**src/rtl/ov_cam_pkg.sv**
```systemverilog
// ============================================================================
//  Module      : ov_cam_pkg
//  Description : Shared defaults, reader state encodings, trailer bytes and a
//                width helper for the OV7670/AL422B frame FIFO reader.
//                The TRAILER state exists only when OV_FIFO_READER_TRAILER_EN
//                is defined.
//  Revision    : 1.0 - initial release
// ============================================================================
`default_nettype none

package ov_cam_pkg;

    // Frame geometry defaults for a QVGA RGB565/YUV422 capture
    localparam int H_RES_DEFAULT = 320;
    localparam int V_RES_DEFAULT = 240;
    localparam int BPP_DEFAULT   = 2;

    // Bytes appended after the window stream when the trailer is enabled
    localparam logic [7:0] TRAILER_CR = 8'h0D;
    localparam logic [7:0] TRAILER_LF = 8'h0A;

    // Reader sequencer states
    typedef enum logic [3:0] {
        ST_IDLE      = 4'd0,
        ST_PTR_RST   = 4'd1,
        ST_PTR_REL   = 4'd2,
        ST_RD_LO     = 4'd3,
        ST_RD_SAMPLE = 4'd4,
        ST_EMIT      = 4'd5,
        ST_RD_HI     = 4'd6,
`ifdef OV_FIFO_READER_TRAILER_EN
        ST_TRAILER   = 4'd7,
`endif
        ST_DONE      = 4'd8
    } rd_state_t;

    // Bits needed to hold 0..n-1, never less than one bit
    function automatic int clog2_min1(input int n);
        return (n <= 2) ? 1 : $clog2(n);
    endfunction

endpackage

`default_nettype wire

```
**src/rtl/ov_rclk_timer.sv**
```systemverilog
// ============================================================================
//  Module      : ov_rclk_timer
//  Description : Half-period down-counter for the FIFO read clock. Loading
//                value N makes o_done assert after N further cycles, so a
//                state that loads N-1 on entry lasts exactly N cycles.
//  Revision    : 1.0 - initial release
// ============================================================================
`default_nettype none

module ov_rclk_timer
    import ov_cam_pkg::*;
#(
    parameter int RCLK_DIV = 1,
    parameter int WIDTH    = clog2_min1(RCLK_DIV)
) (
    input  logic             clk_25MHz,
    input  logic             rst_n,
    input  logic             i_load,
    input  logic [WIDTH-1:0] i_load_val,
    output logic             o_done
);

    if (RCLK_DIV < 1) begin : g_bad_div
        $error("ov_rclk_timer: RCLK_DIV must be at least 1");
    end

    logic [WIDTH-1:0] r_cnt;

    // Count down to zero and park there; a load always wins
    always_ff @(posedge clk_25MHz or negedge rst_n) begin
        if (!rst_n) begin
            r_cnt <= '0;
        end else if (i_load) begin
            r_cnt <= i_load_val;
        end else if (r_cnt != '0) begin
            r_cnt <= r_cnt - 1'b1;
        end
    end

    assign o_done = (r_cnt == '0);

endmodule

`default_nettype wire

```
**src/rtl/ov_fifo_window_reader.sv**
```systemverilog
// ============================================================================
//  Module      : ov_fifo_window_reader
//  Description : Reads one complete frame out of the AL422B FIFO per
//                new_frame, resetting the read pointer first, and forwards
//                only the bytes inside a rectangular crop window as a
//                ready/valid byte stream. The sink's ready stalls the FIFO
//                read clock, so no byte is ever lost or clocked out early.
//                Define OV_FIFO_READER_TRAILER_EN to append CR/LF after the
//                frame; m_last then marks the LF instead of the last pixel.
//  Revision    : 1.0 - initial release
// ============================================================================
`default_nettype none

module ov_fifo_window_reader
    import ov_cam_pkg::*;
#(
    parameter int H_RES    = H_RES_DEFAULT,
    parameter int V_RES    = V_RES_DEFAULT,
    parameter int BPP      = BPP_DEFAULT,
    parameter int X0       = 0,
    parameter int Y0       = 0,
    parameter int WIN_W    = 320,
    parameter int WIN_H    = 240,
    parameter int RCLK_DIV = 1
) (
    input  logic       clk_25MHz,
    input  logic       rst_n,
    input  logic       initialized,
    input  logic       new_frame,
    input  logic [7:0] fifo_data,
    output logic       rclk,
    output logic       rrst,
    output logic       frame_read,
    output logic       m_valid,
    input  logic       m_ready,
    output logic [7:0] m_data,
    output logic       m_last
);

    // ------------------------------------------------------------------
    // Geometry checks
    // ------------------------------------------------------------------
    if (X0 + WIN_W > H_RES) begin : g_bad_win_x
        $error("ov_fifo_window_reader: X0+WIN_W exceeds H_RES");
    end
    if (Y0 + WIN_H > V_RES) begin : g_bad_win_y
        $error("ov_fifo_window_reader: Y0+WIN_H exceeds V_RES");
    end
    if (RCLK_DIV < 1) begin : g_bad_div
        $error("ov_fifo_window_reader: RCLK_DIV must be at least 1");
    end

    // ------------------------------------------------------------------
    // Derived constants
    // ------------------------------------------------------------------
    localparam int c_col_w  = clog2_min1(H_RES * BPP);
    localparam int c_line_w = clog2_min1(V_RES);
    localparam int c_tmr_w  = clog2_min1(RCLK_DIV);

    localparam logic [c_col_w-1:0]  c_col_last      = c_col_w'(H_RES * BPP - 1);
    localparam logic [c_line_w-1:0] c_line_last     = c_line_w'(V_RES - 1);
    localparam logic [c_col_w-1:0]  c_win_col_last  = c_col_w'((X0 + WIN_W) * BPP - 1);
    localparam logic [c_line_w-1:0] c_win_line_last = c_line_w'(Y0 + WIN_H - 1);

    localparam int unsigned c_win_col0 = X0 * BPP;
    localparam int unsigned c_win_cols = WIN_W * BPP;
    localparam int unsigned c_win_row0 = Y0;
    localparam int unsigned c_win_rows = WIN_H;

    // Full half-period, and the low-phase lead-in that precedes the sample cycle
    localparam logic [c_tmr_w-1:0] c_hold_full = c_tmr_w'(RCLK_DIV - 1);
    localparam logic [c_tmr_w-1:0] c_hold_lo   = c_tmr_w'((RCLK_DIV > 1) ? RCLK_DIV - 2 : 0);

    // With a one-cycle half-period the sample cycle is the whole low phase
    localparam rd_state_t c_rd_entry = (RCLK_DIV > 1) ? ST_RD_LO : ST_RD_SAMPLE;

    // ------------------------------------------------------------------
    // State and registered outputs
    // ------------------------------------------------------------------
    rd_state_t           r_state;
    logic [c_col_w-1:0]  r_col;
    logic [c_line_w-1:0] r_line;
    logic                r_ptr_pulse;
    logic                r_rclk;
    logic                r_rrst;
    logic                r_frame_read;
    logic                r_m_valid;
    logic [7:0]          r_m_data;
    logic                r_m_last;
`ifdef OV_FIFO_READER_TRAILER_EN
    logic                r_trl_lf;
`endif

    logic                w_start;
    logic                w_hs;
    logic                w_in_win;
    logic                w_last_win;
    logic                w_last_byte;
    logic                w_last_emit;
    logic [31:0]         w_col_ofs;
    logic [31:0]         w_line_ofs;
    logic                w_tmr_load;
    logic [c_tmr_w-1:0]  w_tmr_val;
    logic                w_tmr_done;

    assign w_start = initialized && new_frame;
    assign w_hs    = r_m_valid && m_ready;

    // Offsets wrap to huge values below the window origin, so one unsigned
    // compare per axis covers both window edges
    assign w_col_ofs  = 32'(r_col) - c_win_col0;
    assign w_line_ofs = 32'(r_line) - c_win_row0;
    assign w_in_win   = (w_col_ofs < c_win_cols) && (w_line_ofs < c_win_rows);

    assign w_last_win  = (r_col == c_win_col_last) && (r_line == c_win_line_last);
    assign w_last_byte = (r_col == c_col_last) && (r_line == c_line_last);

`ifdef OV_FIFO_READER_TRAILER_EN
    assign w_last_emit = 1'b0;
`else
    assign w_last_emit = w_last_win;
`endif

    // Reload the half-period timer on every rclk phase change
    always_comb begin
        w_tmr_load = 1'b0;
        w_tmr_val  = c_hold_full;
        case (r_state)
            ST_IDLE:      w_tmr_load = w_start;
            ST_PTR_RST:   w_tmr_load = w_tmr_done;
            ST_PTR_REL: begin
                w_tmr_load = w_tmr_done;
                w_tmr_val  = c_hold_lo;
            end
            ST_RD_SAMPLE: w_tmr_load = !w_in_win;
            ST_EMIT:      w_tmr_load = w_hs;
            ST_RD_HI: begin
                w_tmr_load = w_tmr_done && !w_last_byte;
                w_tmr_val  = c_hold_lo;
            end
            default:      w_tmr_load = 1'b0;
        endcase
    end

    ov_rclk_timer #(
        .RCLK_DIV (RCLK_DIV),
        .WIDTH    (c_tmr_w)
    ) u_rclk_timer (
        .clk_25MHz  (clk_25MHz),
        .rst_n      (rst_n),
        .i_load     (w_tmr_load),
        .i_load_val (w_tmr_val),
        .o_done     (w_tmr_done)
    );

    // Frame sequencer: pointer reset, per-byte read cycle, window forwarding
    always_ff @(posedge clk_25MHz or negedge rst_n) begin
        if (!rst_n) begin
            r_state      <= ST_IDLE;
            r_col        <= '0;
            r_line       <= '0;
            r_ptr_pulse  <= 1'b0;
            r_rclk       <= 1'b1;
            r_rrst       <= 1'b1;
            r_frame_read <= 1'b1;
            r_m_valid    <= 1'b0;
            r_m_data     <= 8'h00;
            r_m_last     <= 1'b0;
`ifdef OV_FIFO_READER_TRAILER_EN
            r_trl_lf     <= 1'b0;
`endif
        end else begin
            case (r_state)
                ST_IDLE: begin
                    if (w_start) begin
                        r_frame_read <= 1'b0;
                        r_rrst       <= 1'b0;
                        r_rclk       <= 1'b0;
                        r_col        <= '0;
                        r_line       <= '0;
                        r_ptr_pulse  <= 1'b0;
                        r_state      <= ST_PTR_RST;
                    end
                end

                // Two complete rclk pulses with rrst low
                ST_PTR_RST: begin
                    if (w_tmr_done) begin
                        if (!r_rclk) begin
                            r_rclk <= 1'b1;
                        end else if (r_ptr_pulse) begin
                            r_rrst  <= 1'b1;
                            r_state <= ST_PTR_REL;
                        end else begin
                            r_ptr_pulse <= 1'b1;
                            r_rclk      <= 1'b0;
                        end
                    end
                end

                // Release rrst a full half-period before the first read edge
                ST_PTR_REL: begin
                    if (w_tmr_done) begin
                        r_rclk  <= 1'b0;
                        r_state <= c_rd_entry;
                    end
                end

                ST_RD_LO: begin
                    if (w_tmr_done) begin
                        r_state <= ST_RD_SAMPLE;
                    end
                end

                // Last low cycle: the FIFO output has settled
                ST_RD_SAMPLE: begin
                    if (w_in_win) begin
                        r_m_valid <= 1'b1;
                        r_m_data  <= fifo_data;
                        r_m_last  <= w_last_emit;
                        r_state   <= ST_EMIT;
                    end else begin
                        r_rclk  <= 1'b1;
                        r_state <= ST_RD_HI;
                    end
                end

                // rclk stays low until the sink takes the byte
                ST_EMIT: begin
                    if (w_hs) begin
                        r_m_valid <= 1'b0;
                        r_m_last  <= 1'b0;
                        r_rclk    <= 1'b1;
                        r_state   <= ST_RD_HI;
                    end
                end

                ST_RD_HI: begin
                    if (w_tmr_done) begin
                        if (w_last_byte) begin
`ifdef OV_FIFO_READER_TRAILER_EN
                            r_m_valid <= 1'b1;
                            r_m_data  <= TRAILER_CR;
                            r_m_last  <= 1'b0;
                            r_trl_lf  <= 1'b0;
                            r_state   <= ST_TRAILER;
`else
                            r_state   <= ST_DONE;
`endif
                        end else begin
                            if (r_col == c_col_last) begin
                                r_col  <= '0;
                                r_line <= r_line + 1'b1;
                            end else begin
                                r_col <= r_col + 1'b1;
                            end
                            r_rclk  <= 1'b0;
                            r_state <= c_rd_entry;
                        end
                    end
                end

`ifdef OV_FIFO_READER_TRAILER_EN
                // CR then LF, each through the normal handshake
                ST_TRAILER: begin
                    if (w_hs) begin
                        if (!r_trl_lf) begin
                            r_m_data <= TRAILER_LF;
                            r_m_last <= 1'b1;
                            r_trl_lf <= 1'b1;
                        end else begin
                            r_m_valid <= 1'b0;
                            r_m_last  <= 1'b0;
                            r_state   <= ST_DONE;
                        end
                    end
                end
`endif

                ST_DONE: begin
                    r_frame_read <= 1'b1;
                    r_state      <= ST_IDLE;
                end

                default: r_state <= ST_IDLE;
            endcase
        end
    end

    assign rclk       = r_rclk;
    assign rrst       = r_rrst;
    assign frame_read = r_frame_read;
    assign m_valid    = r_m_valid;
    assign m_data     = r_m_data;
    assign m_last     = r_m_last;

endmodule

`default_nettype wire

```
**config.mk**
```make
export PLATFORM = sky130hd
export DESIGN_NAME = ov_fifo_window_reader
export DESIGN_NICKNAME = d
export VERILOG_FILES = /design/src/rtl/ov_cam_pkg.sv /design/src/rtl/ov_rclk_timer.sv /design/src/rtl/ov_fifo_window_reader.sv
export SDC_FILE = /design/constraint.sdc
export NUM_CORES = 1
export LEC_CHECK = 0
export BUFFER_PORTS_ARGS = -buffer_cell sky130_fd_sc_hd__buf_2
export CORE_UTILIZATION = 51
export DETAILED_ROUTE_END_ITERATION = 10
export PLACE_DENSITY = 0.73
export SLEW_MARGIN = 10
export SYNTH_ARGS = -nofsm -noshare
export SYNTH_HDL_FRONTEND = slang
export SYNTH_SLANG_ARGS = --single-unit
```
**constraint.sdc**
```tcl
create_clock -name clk_25MHz -period 1.9 [get_ports clk_25MHz]
set_clock_uncertainty 0.05 [all_clocks]
set_input_delay 0 -clock clk_25MHz [delete_from_list [all_inputs] [get_ports clk_25MHz]]
set_output_delay 0 -clock clk_25MHz [all_outputs]
set_load 0.1 [all_outputs]
```
==> impl_results.html, run 1 <==
<table>
<tr><th>Metric</th><th>Value</th></tr>
<tr><th colspan="2">Global routing</th></tr>
<tr><td>M3 GR Usage</td><td>slightly below 6%</td></tr>
<tr><td>Via count of the first global-routing pass</td><td>1747</td></tr>
<tr><td>Tot GR Track Use</td><td>approximately 27%</td></tr>
<tr><td>Wire length of the first global-routing pass</td><td>slightly above 8000 um</td></tr>
<tr><td>Number of antenna violations at the first check in global routing</td><td>0</td></tr>
<tr><td>Busiest layer in global routing</td><td>met2</td></tr>
<tr><td>Largest net degree at the start of global routing</td><td>37</td></tr>
<tr><td>Met2 Track Usage GR</td><td>44.6%</td></tr>
<tr><td>Leftover overflow at the end of global routing</td><td>0</td></tr>
<tr><td>Grt met1 use</td><td>about 34%</td></tr>
<tr><th colspan="2">Floorplan</th></tr>
<tr><td>Die footprint</td><td>3990 um^2</td></tr>
<tr><td>Height of the chip</td><td>63.2 um</td></tr>
<tr><td>Count of pins on the block boundary</td><td>26</td></tr>
<tr><td>Die W</td><td>63.2 um</td></tr>
<tr><td>Initial core utilization</td><td>55.1%</td></tr>
<tr><td>Number of placement rows</td><td>21</td></tr>
<tr><td>Core area</td><td>3470 um^2</td></tr>
<tr><th colspan="2">Synthesis</th></tr>
<tr><td>Unique masters post-synth</td><td>51</td></tr>
<tr><td>Most frequently used flop master after synthesis</td><td>dfrtp_1</td></tr>
<tr><td>Library cell with the largest summed area after synthesis</td><td>dfrtp_1</td></tr>
<tr><td>Number of enable-type register cells in the synthesized netlist</td><td>0</td></tr>
<tr><td>Most repeated cell in the gate-level netlist after synthesis</td><td>dfrtp_1</td></tr>
<tr><td>Post-synthesis register bit count</td><td>36</td></tr>
<tr><td>Synth top area cells</td><td>dfrtp_1, mux2_1, dfstp_2</td></tr>
<tr><td>Sequential share of the synthesized area</td><td>~47%</td></tr>
<tr><td>Net count after synthesis</td><td>around 200</td></tr>
<tr><td>Most numerous cell types in the synthesized netlist</td><td>dfrtp_1, nand2_1, nor2_1, o21ai_1</td></tr>
<tr><td>Cell area after synthesis</td><td>around 1900 um^2</td></tr>
<tr><td>FFs w/ async S/R, synth</td><td>100%</td></tr>
<tr><td>Synthesized instance count</td><td>~190</td></tr>
<tr><td>Avg Synthesized Cell Area</td><td>~10 um^2</td></tr>
<tr><td>Yosys synthesis warning count</td><td>0</td></tr>
<tr><td>Synth top area share</td><td>a little over two fifths</td></tr>
<tr><th colspan="2">Setup path</th></tr>
<tr><td>Data arrival time of the critical path</td><td>roughly 2 ns</td></tr>
<tr><td>Reg-to-reg endpoint</td><td>r_line[7]</td></tr>
<tr><td>Worst-case reg-to-reg path depth</td><td>7</td></tr>
<tr><td>Reg-to-reg startpoint</td><td>r_col[0]</td></tr>
<tr><td>Critical path endpoint category</td><td>flip-flop</td></tr>
<tr><td>Critical path buffers and inverters</td><td>2</td></tr>
<tr><td>Capture point of the worst path</td><td>r_line[7]</td></tr>
<tr><td>Number of cells on the critical path</td><td>7</td></tr>
<tr><td>Crit path max-delay family</td><td>simple AND/OR/NAND/NOR gates</td></tr>
<tr><td>Worst Path Max Fanout</td><td>5</td></tr>
<tr><td>Most prevalent standard cell on the critical path</td><td>buf_4</td></tr>
<tr><td>Required time of the critical path</td><td>about 2 ns</td></tr>
<tr><td>Kind of start point of the critical path</td><td>flip-flop</td></tr>
<tr><td>Startpoint of the worst setup timing path</td><td>r_col[0]</td></tr>
<tr><td>Category of the critical setup timing path</td><td>reg2reg</td></tr>
<tr><td>Slack of the worst reg-to-reg path</td><td>-0.03 ns</td></tr>
<tr><td>Critical path's slowest cell</td><td>dfrtp_1</td></tr>
<tr><td>Slowest cell delay on critical path</td><td>roughly 0.4 ns</td></tr>
<tr><td>Cell Chain, Critical Path</td><td>ha_2 &gt; nand4_1 &gt; nor4_4 &gt; buf_4 &gt; nand2_2 &gt; buf_4 &gt; o31ai_2</td></tr>
<tr><th colspan="2">STA</th></tr>
<tr><td>Period minus WS final</td><td>about 1.9 ns</td></tr>
<tr><td>Max-slew violation count</td><td>0</td></tr>
<tr><td>PnR worst setup slack</td><td>-0.0298 ns</td></tr>
<tr><td>Setup repair after global routing missed its margin</td><td>yes</td></tr>
<tr><td>Highest clock frequency the design can meet</td><td>0.518 GHz</td></tr>
<tr><td>Slew margin rel.</td><td>around 47%</td></tr>
<tr><td>Hold Vio Cnt, Final</td><td>0</td></tr>
<tr><td>Slew at the pin closest to its max-slew limit</td><td>about 0.79 ns</td></tr>
<tr><td>Setup Viol. Count Final</td><td>4</td></tr>
<tr><td>Share of the clock period used by the worst path after layout</td><td>102%</td></tr>
<tr><th colspan="2">Detailed routing</th></tr>
<tr><td>WL final</td><td>approximately 5800 um</td></tr>
<tr><td>Antenna-violating nets left</td><td>0</td></tr>
<tr><td>Detailed Routing Iterations Pass 1</td><td>5</td></tr>
<tr><td>Routed len/inst</td><td>between 15 and 20 um</td></tr>
<tr><td>Post-route DRC</td><td>0</td></tr>
<tr><td>Initial DRC count</td><td>roughly 190</td></tr>
<tr><td>Detailed-route via count</td><td>1889</td></tr>
<tr><td>Vias/cell</td><td>about 6.2</td></tr>
<tr><th colspan="2">Place</th></tr>
<tr><td>Inst Count DP</td><td>between 200 and 300</td></tr>
<tr><td>Placement Setup Slack</td><td>-0.0878 ns</td></tr>
<tr><td>Post-detail-place hpwl</td><td>between 3000 and 4000 um</td></tr>
<tr><td>Final GP Congestion</td><td>0.925</td></tr>
<tr><td>Port-buffer cells</td><td>25</td></tr>
<tr><th colspan="2">Worst hold path</th></tr>
<tr><td>Hold Path Origin</td><td>new_frame</td></tr>
<tr><td>Hold WC Path Type</td><td>in2reg</td></tr>
<tr><th colspan="2">Layout</th></tr>
<tr><td>Final antenna diode count</td><td>0</td></tr>
<tr><td>Number of non-filler instances in the completed layout</td><td>roughly 300</td></tr>
<tr><td>Fraction of final layout cells with drive strength greater than 1</td><td>a little over 40%</td></tr>
<tr><td>Post-layout nets</td><td>271</td></tr>
<tr><td>Fill cell total of the finished layout</td><td>roughly 210</td></tr>
<tr><td>Layout Area Growth over Synthesis</td><td>39.6%</td></tr>
<tr><th colspan="2">Status</th></tr>
<tr><td>Failing checks</td><td>setup timing</td></tr>
<tr><td>Outcome</td><td>finished, violations left</td></tr>
<tr><th colspan="2">Clocking</th></tr>
<tr><td>Clock Path Buffers</td><td>2</td></tr>
<tr><td>Cell at the root of the clock tree</td><td>clkbuf_8</td></tr>
<tr><td>Number of CTS-inserted buffers</td><td>5</td></tr>
<tr><td>Clock tree sinks</td><td>36</td></tr>
<tr><td>CTS tree</td><td>yes</td></tr>
<tr><td>Clock Latency Late Sink</td><td>a little under 0.3 ns</td></tr>
<tr><td>Number of levels in the clock H-tree</td><td>2</td></tr>
<tr><td>Clk slew on worst S/H paths</td><td>about 0.08 ns</td></tr>
<tr><th colspan="2">Pwr</th></tr>
<tr><td>Overall power after layout</td><td>around 4600 uW</td></tr>
<tr><td>Worst IR drop on VDD</td><td>between 1000 and 1500 uV</td></tr>
<tr><td>Leakage power</td><td>about 0.0012 uW</td></tr>
<tr><td>Power density over cell area</td><td>between 1500 and 2000 nW/um^2</td></tr>
<tr><th colspan="2">Job</th></tr>
<tr><td>Max-cap viol count</td><td>0</td></tr>
</table>
-- placed cells by master (no fill, tap or decap), types with 2 or more instances in the layout --
cell,n
nand3_1,8
and3_1,4
nor4_4,3
nand2_2,2
or3_1,3
a31oi_1,3
o31ai_1,3
dfrtp_2,4
inv_1,5
nand4bb_4,2
mux2_1,9
nor2_1,12
or3_4,2
a32o_1,2
nand2_1,14
dlygate4sd3_1,9
clkbuf_8,5
and2_1,2
a21oi_1,5
nand4_1,3
buf_4,36
xnor2_1,4
buf_2,25
xor2_1,3
nand2b_1,2
nor3_1,2
o31ai_2,2
ha_2,2
dfstp_2,3
o211ai_1,2
dfrtp_1,29
o21ai_1,12
a22oi_1,2
o21ai_0,4
-- area by class of cell --
class | instances | area, um^2 | area share, %
well taps | 46 | 57.6 | 2.16
clock buffers | 6 | 72.6 | 2.72
clock inverters | 2 | 35.0 | 1.31
flip-flops and latches | 36 | 910 | 34.1
repair buffers | 72 | 517 | 19.4
multi-input cells | 136 | 1060 | 39.6
inverters | 5 | 18.8 | 0.704
-- worst register-to-register path: cells and delay by family (launching register included) --
kind / cells / cell delay [ns]
buffers and inverters: 2 / 0.38
AO/OA/AOI/OAI: 1 / 0.26
flip-flops: 1 / 0.39
AND/OR/NAND/NOR: 3 / 0.55
adder cells (fa/ha/maj): 1 / 0.20
-- cells by family after synthesis --
family                     Yosys count  synth area share [%]
adders and majority gates            2                  1.31
buffers and inverters               14                  4.12
xor gates and xnor gates             7                  3.21
DFF                                 36                  47.3
muxes                               10                  5.89
and+or+nand+nor                     71                  22.1
AOI/OAI and AO/OA                   46                  16.0
-- state kept, by name (all words and copies together) (netlist names) --
signal       flops
rclk             1
frame_read       1
r_col           10
m_last           1
r_ptr_pulse      1
rrst             1
r_line           8
m_valid          1
m_data           8
r_state          4
-- power breakdown --
part           switching [uW]  internal [uW]
sequential                288           1070
clock                     283            389
combinational            1710            823
total                    2290           2290
-- how the worst min path moves through the flow --
| stage | to | slack, ns | cells past startpoint |
|---|---|---|---|
| after floorplan | m_data[0] | -0.35 | 0 |
| final | rrst | 0.09 | 3 |
| after global routing | rrst | 0.09 | 3 |
| after global placement | m_data[4] | 0.06 | 1 |
| after CTS | rrst | 0.05 | 3 |
| after detailed placement | m_data[4] | 0.07 | 1 |
-- per-layer routing --
metal	vias to the layer above	wire length, um
met5	-	0
met4	0	157
met3	20	407
met2	102	2960
met1	945	2240
li1	822	-
-- per-stage QoR --
| step | TNS [ns] | instance area [um^2] | hold slack (ns) | utilization [%] |
|---|---|---|---|---|
| CTS | -0.00431 | 2530 | 0.0539 | 72.9 |
| global placement | 0 | 2290 | 0.0583 | 65.9 |
| global route | -0.938 | 2670 | 0.0928 | 76.9 |
| finish | -0.0964 | 2670 | 0.0881 | 76.9 |
| floorplan | 0 | 1910 | -0.346 | - |
| detailed placement | -0.0878 | 2290 | 0.0737 | 65.9 |
-- repair_timing --
item	CTS	global route
hold buffers	9	0
buffers inserted	0	7
gates resized for setup	6	22
pin swaps	2	12
setup endpoints to repair	3	27
endpoints found under the hold margin	41	0
Power figures use the tool's default switching activity.
==> inputs of run 2 (changes only) <==
--- a/config.mk
+++ b/config.mk
@@ -6,9 +6,11 @@
 export NUM_CORES = 1
 export LEC_CHECK = 0
 export BUFFER_PORTS_ARGS = -buffer_cell sky130_fd_sc_hd__buf_2
+export CORE_MARGIN = 1.5
 export CORE_UTILIZATION = 51
 export DETAILED_ROUTE_END_ITERATION = 10
 export PLACE_DENSITY = 0.73
+export REMOVE_ABC_BUFFERS = 1
 export SLEW_MARGIN = 10
 export SYNTH_ARGS = -nofsm -noshare
 export SYNTH_HDL_FRONTEND = slang
==> run 2 against run 1 <==
The flow still finishes with violations (setup timing). Wire length is 10% lower. Global-route usage down 0.22 points. Critical path depth unchanged. Via count is 6.5% lower. Hold slack worse by 0.020 ns. Fmax is 1.3% lower. Clock-buffer cell count up 1. Power fell by 5.0%. Combinational power fell by 3%.
==> impl_results.html, run 2 (synthesized netlist as in run 1, its figures left out) <==
<table>
<tr><th>Metric</th><th>Value</th></tr>
<tr><th colspan="2">Global routing</th></tr>
<tr><td>Leftover overflow at the end of global routing</td><td>0 (unchanged)</td></tr>
<tr><td>Wire length of the first global-routing pass</td><td>8380 um (+2.1%)</td></tr>
<tr><td>Largest net degree at the start of global routing</td><td>37 (unchanged)</td></tr>
<tr><td>Via count of the first global-routing pass</td><td>1799 (+3.0%)</td></tr>
<tr><td>Tot GR Track Use</td><td>26.6% (-0.22 points)</td></tr>
<tr><td>Number of antenna violations at the first check in global routing</td><td>0 (unchanged)</td></tr>
<tr><th colspan="2">Detailed routing</th></tr>
<tr><td>Antenna-violating nets left</td><td>0 (unchanged)</td></tr>
<tr><td>Post-route DRC</td><td>0 (unchanged)</td></tr>
<tr><td>WL final</td><td>5170 um (-10%)</td></tr>
<tr><td>Met1 WL</td><td>2110 um (-5.8%)</td></tr>
<tr><td>Routed length on met2</td><td>2740 um (-7.4%)</td></tr>
<tr><td>Routed len/inst</td><td>17.2 um (-9.3%)</td></tr>
<tr><td>Met3 wirelength from detailed routing</td><td>240 um (-41%)</td></tr>
<tr><td>Vias/cell</td><td>5.89 (-5.5%)</td></tr>
<tr><td>Initial DRC count</td><td>128 (-31%)</td></tr>
<tr><td>Detailed Routing Iterations Pass 1</td><td>4 (-1)</td></tr>
<tr><td>Highest metal layer with signal wires</td><td>met4</td></tr>
<tr><td>Detailed-route via count</td><td>1767 (-6.5%)</td></tr>
<tr><th colspan="2">STA</th></tr>
<tr><td>Share of the clock period used by the worst path after layout</td><td>103% (+1.3 points)</td></tr>
<tr><td>Slew margin rel.</td><td>47.5% (about the same)</td></tr>
<tr><td>PnR worst setup slack</td><td>-0.0550 ns (-0.0252 ns)</td></tr>
<tr><td>Hold Vio Cnt, Final</td><td>0 (unchanged)</td></tr>
<tr><td>Setup repair after global routing missed its margin</td><td>yes</td></tr>
<tr><td>Period minus WS final</td><td>1.95 ns (+0.0252 ns)</td></tr>
<tr><td>Highest clock frequency the design can meet</td><td>0.512 GHz (-1.3%)</td></tr>
<tr><td>Slew at the pin closest to its max-slew limit</td><td>0.788 ns (-0.000692 ns)</td></tr>
<tr><td>Setup Viol. Count Final</td><td>6 (+2)</td></tr>
<tr><td>Setup_tns</td><td>-0.174 ns (-0.0779 ns)</td></tr>
<tr><td>Max-slew violation count</td><td>0 (unchanged)</td></tr>
<tr><th colspan="2">Floorplan</th></tr>
<tr><td>Die W</td><td>64.2 um (+1.6%)</td></tr>
<tr><td>Number of placement rows</td><td>22 (+4.8%)</td></tr>
<tr><td>Count of pins on the block boundary</td><td>26 (unchanged)</td></tr>
<tr><td>Height of the chip</td><td>64.2 um (+1.6%)</td></tr>
<tr><td>Core area</td><td>3630 um^2 (+4.8%)</td></tr>
<tr><td>Initial core utilization</td><td>52.6% (-2.5 points)</td></tr>
<tr><td>Die footprint</td><td>4120 um^2 (+3.2%)</td></tr>
<tr><th colspan="2">Pwr</th></tr>
<tr><td>Worst IR drop on VDD</td><td>1130 uV (+0.34%)</td></tr>
<tr><td>P_sw</td><td>2200 uW (-3.9%)</td></tr>
<tr><td>Logic pwr share</td><td>56.6% (+1.1 points)</td></tr>
<tr><td>Share of power burned in the clock network</td><td>13.0% (-1.7 points)</td></tr>
<tr><td>Cell-internal power</td><td>2140 uW (-6.2%)</td></tr>
<tr><td>Overall power after layout</td><td>4340 uW (-5.0%)</td></tr>
<tr><td>Power density over cell area</td><td>1640 nW/um^2 (-4.2%)</td></tr>
<tr><td>Sequential power share</td><td>30.4% (+0.6 points)</td></tr>
<tr><td>Switching power share of the total</td><td>50.6% (+0.60 points)</td></tr>
<tr><td>Leakage power</td><td>0.00115 uW (-4.6%)</td></tr>
<tr><th colspan="2">Layout</th></tr>
<tr><td>Layout Area Growth over Synthesis</td><td>38.4%</td></tr>
<tr><td>Most frequent standard cell in the layout excluding fill and tap cells</td><td>dfrtp_1</td></tr>
<tr><td>Number of non-filler instances in the completed layout</td><td>300 (-0.99%)</td></tr>
<tr><td>Fraction of final layout cells with drive strength greater than 1</td><td>42.5% (+1.2 points)</td></tr>
<tr><td>Register name with the most flops</td><td>r_col</td></tr>
<tr><td>Highest-count cells in the layout ignoring fill and taps</td><td>dfrtp_1, buf_4, buf_2</td></tr>
<tr><td>Post-layout nets</td><td>266 (-1.8%)</td></tr>
<tr><td>Number of flip-flops in the largest register</td><td>10 (unchanged)</td></tr>
<tr><td>Final antenna diode count</td><td>0 (unchanged)</td></tr>
<tr><th colspan="2">Clocking</th></tr>
<tr><td>Number of CTS-inserted buffers</td><td>5 (unchanged)</td></tr>
<tr><td>Clk slew on worst S/H paths</td><td>0.07 ns (about the same)</td></tr>
<tr><td>CTS tree</td><td>yes</td></tr>
<tr><td>Clock Path Buffers</td><td>2 (unchanged)</td></tr>
<tr><td>Clock Latency Late Sink</td><td>0.29 ns (about the same)</td></tr>
<tr><td>Cell at the root of the clock tree</td><td>clkbuf_8</td></tr>
<tr><td>Clock tree sinks</td><td>36 (unchanged)</td></tr>
<tr><td>Number of levels in the clock H-tree</td><td>2 (unchanged)</td></tr>
<tr><th colspan="2">Setup path</th></tr>
<tr><td>Data arrival time of the critical path</td><td>2.13 ns (+0.07 ns)</td></tr>
<tr><td>Reg-to-reg startpoint</td><td>r_col[1]</td></tr>
<tr><td>Kind of start point of the critical path</td><td>flip-flop</td></tr>
<tr><td>Slack of the worst reg-to-reg path</td><td>-0.05 ns (-0.03 ns)</td></tr>
<tr><td>Reg-to-reg endpoint</td><td>rclk</td></tr>
<tr><td>Required time of the critical path</td><td>2.07 ns (+0.04 ns)</td></tr>
<tr><td>Category of the critical setup timing path</td><td>reg2reg</td></tr>
<tr><td>Worst-case reg-to-reg path depth</td><td>7 (unchanged)</td></tr>
<tr><td>Critical path endpoint category</td><td>flip-flop</td></tr>
<tr><td>Worst Path Max Fanout</td><td>4 (-1)</td></tr>
<tr><th colspan="2">Place</th></tr>
<tr><td>Port-buffer cells</td><td>25 (unchanged)</td></tr>
<tr><td>Post-detail-place hpwl</td><td>3390 um (+1.2%)</td></tr>
<tr><td>Inst Count DP</td><td>278 (-0.71%)</td></tr>
<tr><td>Final GP Congestion</td><td>0.910 (-1.7%)</td></tr>
<tr><th colspan="2">Worst hold path</th></tr>
<tr><td>Hold Path Sink</td><td>rrst</td></tr>
<tr><td>Hold Path Origin</td><td>new_frame</td></tr>
<tr><td>Hold WC Path Type</td><td>in2reg</td></tr>
<tr><td>Hold Path Cell Cnt</td><td>3 (unchanged)</td></tr>
<tr><th colspan="2">Job</th></tr>
<tr><td>Max-cap viol count</td><td>0 (unchanged)</td></tr>
<tr><th colspan="2">Status</th></tr>
<tr><td>Outcome</td><td>finished, violations left</td></tr>
<tr><td>Failing checks</td><td>setup timing</td></tr>
</table>
==> run 2: how the worst max path moves through the flow <==
stage | cells after the start | end | startpoint
after floorplan | 5 | rclk | r_state[3]
after CTS | 6 | r_col[7] | r_state[2]
after global placement | 7 | r_line[6] | r_state[1]
final | 7 | rclk | r_col[1]
after global routing | 8 | r_col[7] | r_col[1]
after detailed placement | 6 | r_col[6] | r_col[1]
==> run 2: power groups by stage <==
| stage | registers (uW) | clock network (uW) | logic [uW] |
|---|---|---|---|
| after floorplan | 2270 | 0 | 654 |
| after global placement | 1260 | 0 | 2160 |
| after detailed placement | 1290 | 0 | 2220 |
| after CTS | 1290 | 578 | 2290 |
| after global routing | 1350 | 617 | 2600 |
| final | 1320 | 566 | 2460 |
==> run 2: cell type report <==
type / instances / area, um^2
Multi-Input combinational cell: 136 / 1090
Fill cell: 259 / 988
Sequential cell: 36 / 906
Timing Repair Buffer: 67 / 474
Clock buffer: 7 / 86.3
Tap cell: 48 / 60.1
Inverter: 5 / 18.8
Clock inverter: 1 / 7.51
==> run 2: worst max-delay path: stages, from the launching register on <==
cell	delay (ns)
dfrtp_1	0.37
ha_2	0.21
nand4_1	0.24
nor4_4	0.34
buf_4	0.17
nand2_2	0.07
nand4_1	0.15
mux2_4	0.31
==> run 2: stage by stage <==
step                setup WS (ns)  instance area, um^2  hold WS [ns]  util, %
floorplan                  -0.148                 1850        -0.346        -
global placement         -0.00307                 2250        0.0609     61.8
detailed placement        -0.0765                 2250        0.0834     61.8
CTS                       -0.0190                 2500        0.0409     68.7
global route               -0.149                 2650        0.0872     72.8
finish                    -0.0550                 2650        0.0685     72.8
==> run 2: routing by layer <==
| metal | track usage, % | vias up |
|---|---|---|
| met1 | 32.7 | 897 |
| met4 | 12.0 | 0 |
| met3 | 7.04 | 9 |
| met5 | 0 | - |
| met2 | 43.6 | 49 |
| li1 | - | 812 |
==> run 2: repair_timing <==
| item | 4_1_cts | 5_1_grt |
|---|---|---|
| endpoints found under the setup margin | 21 | 18 |
| pin swaps | 3 | 22 |
| hold buffers | 9 | 0 |
| endpoints found under the hold margin | 41 | 0 |
| setup buffers | 2 | 6 |
| gates resized for setup | 11 | 27 |
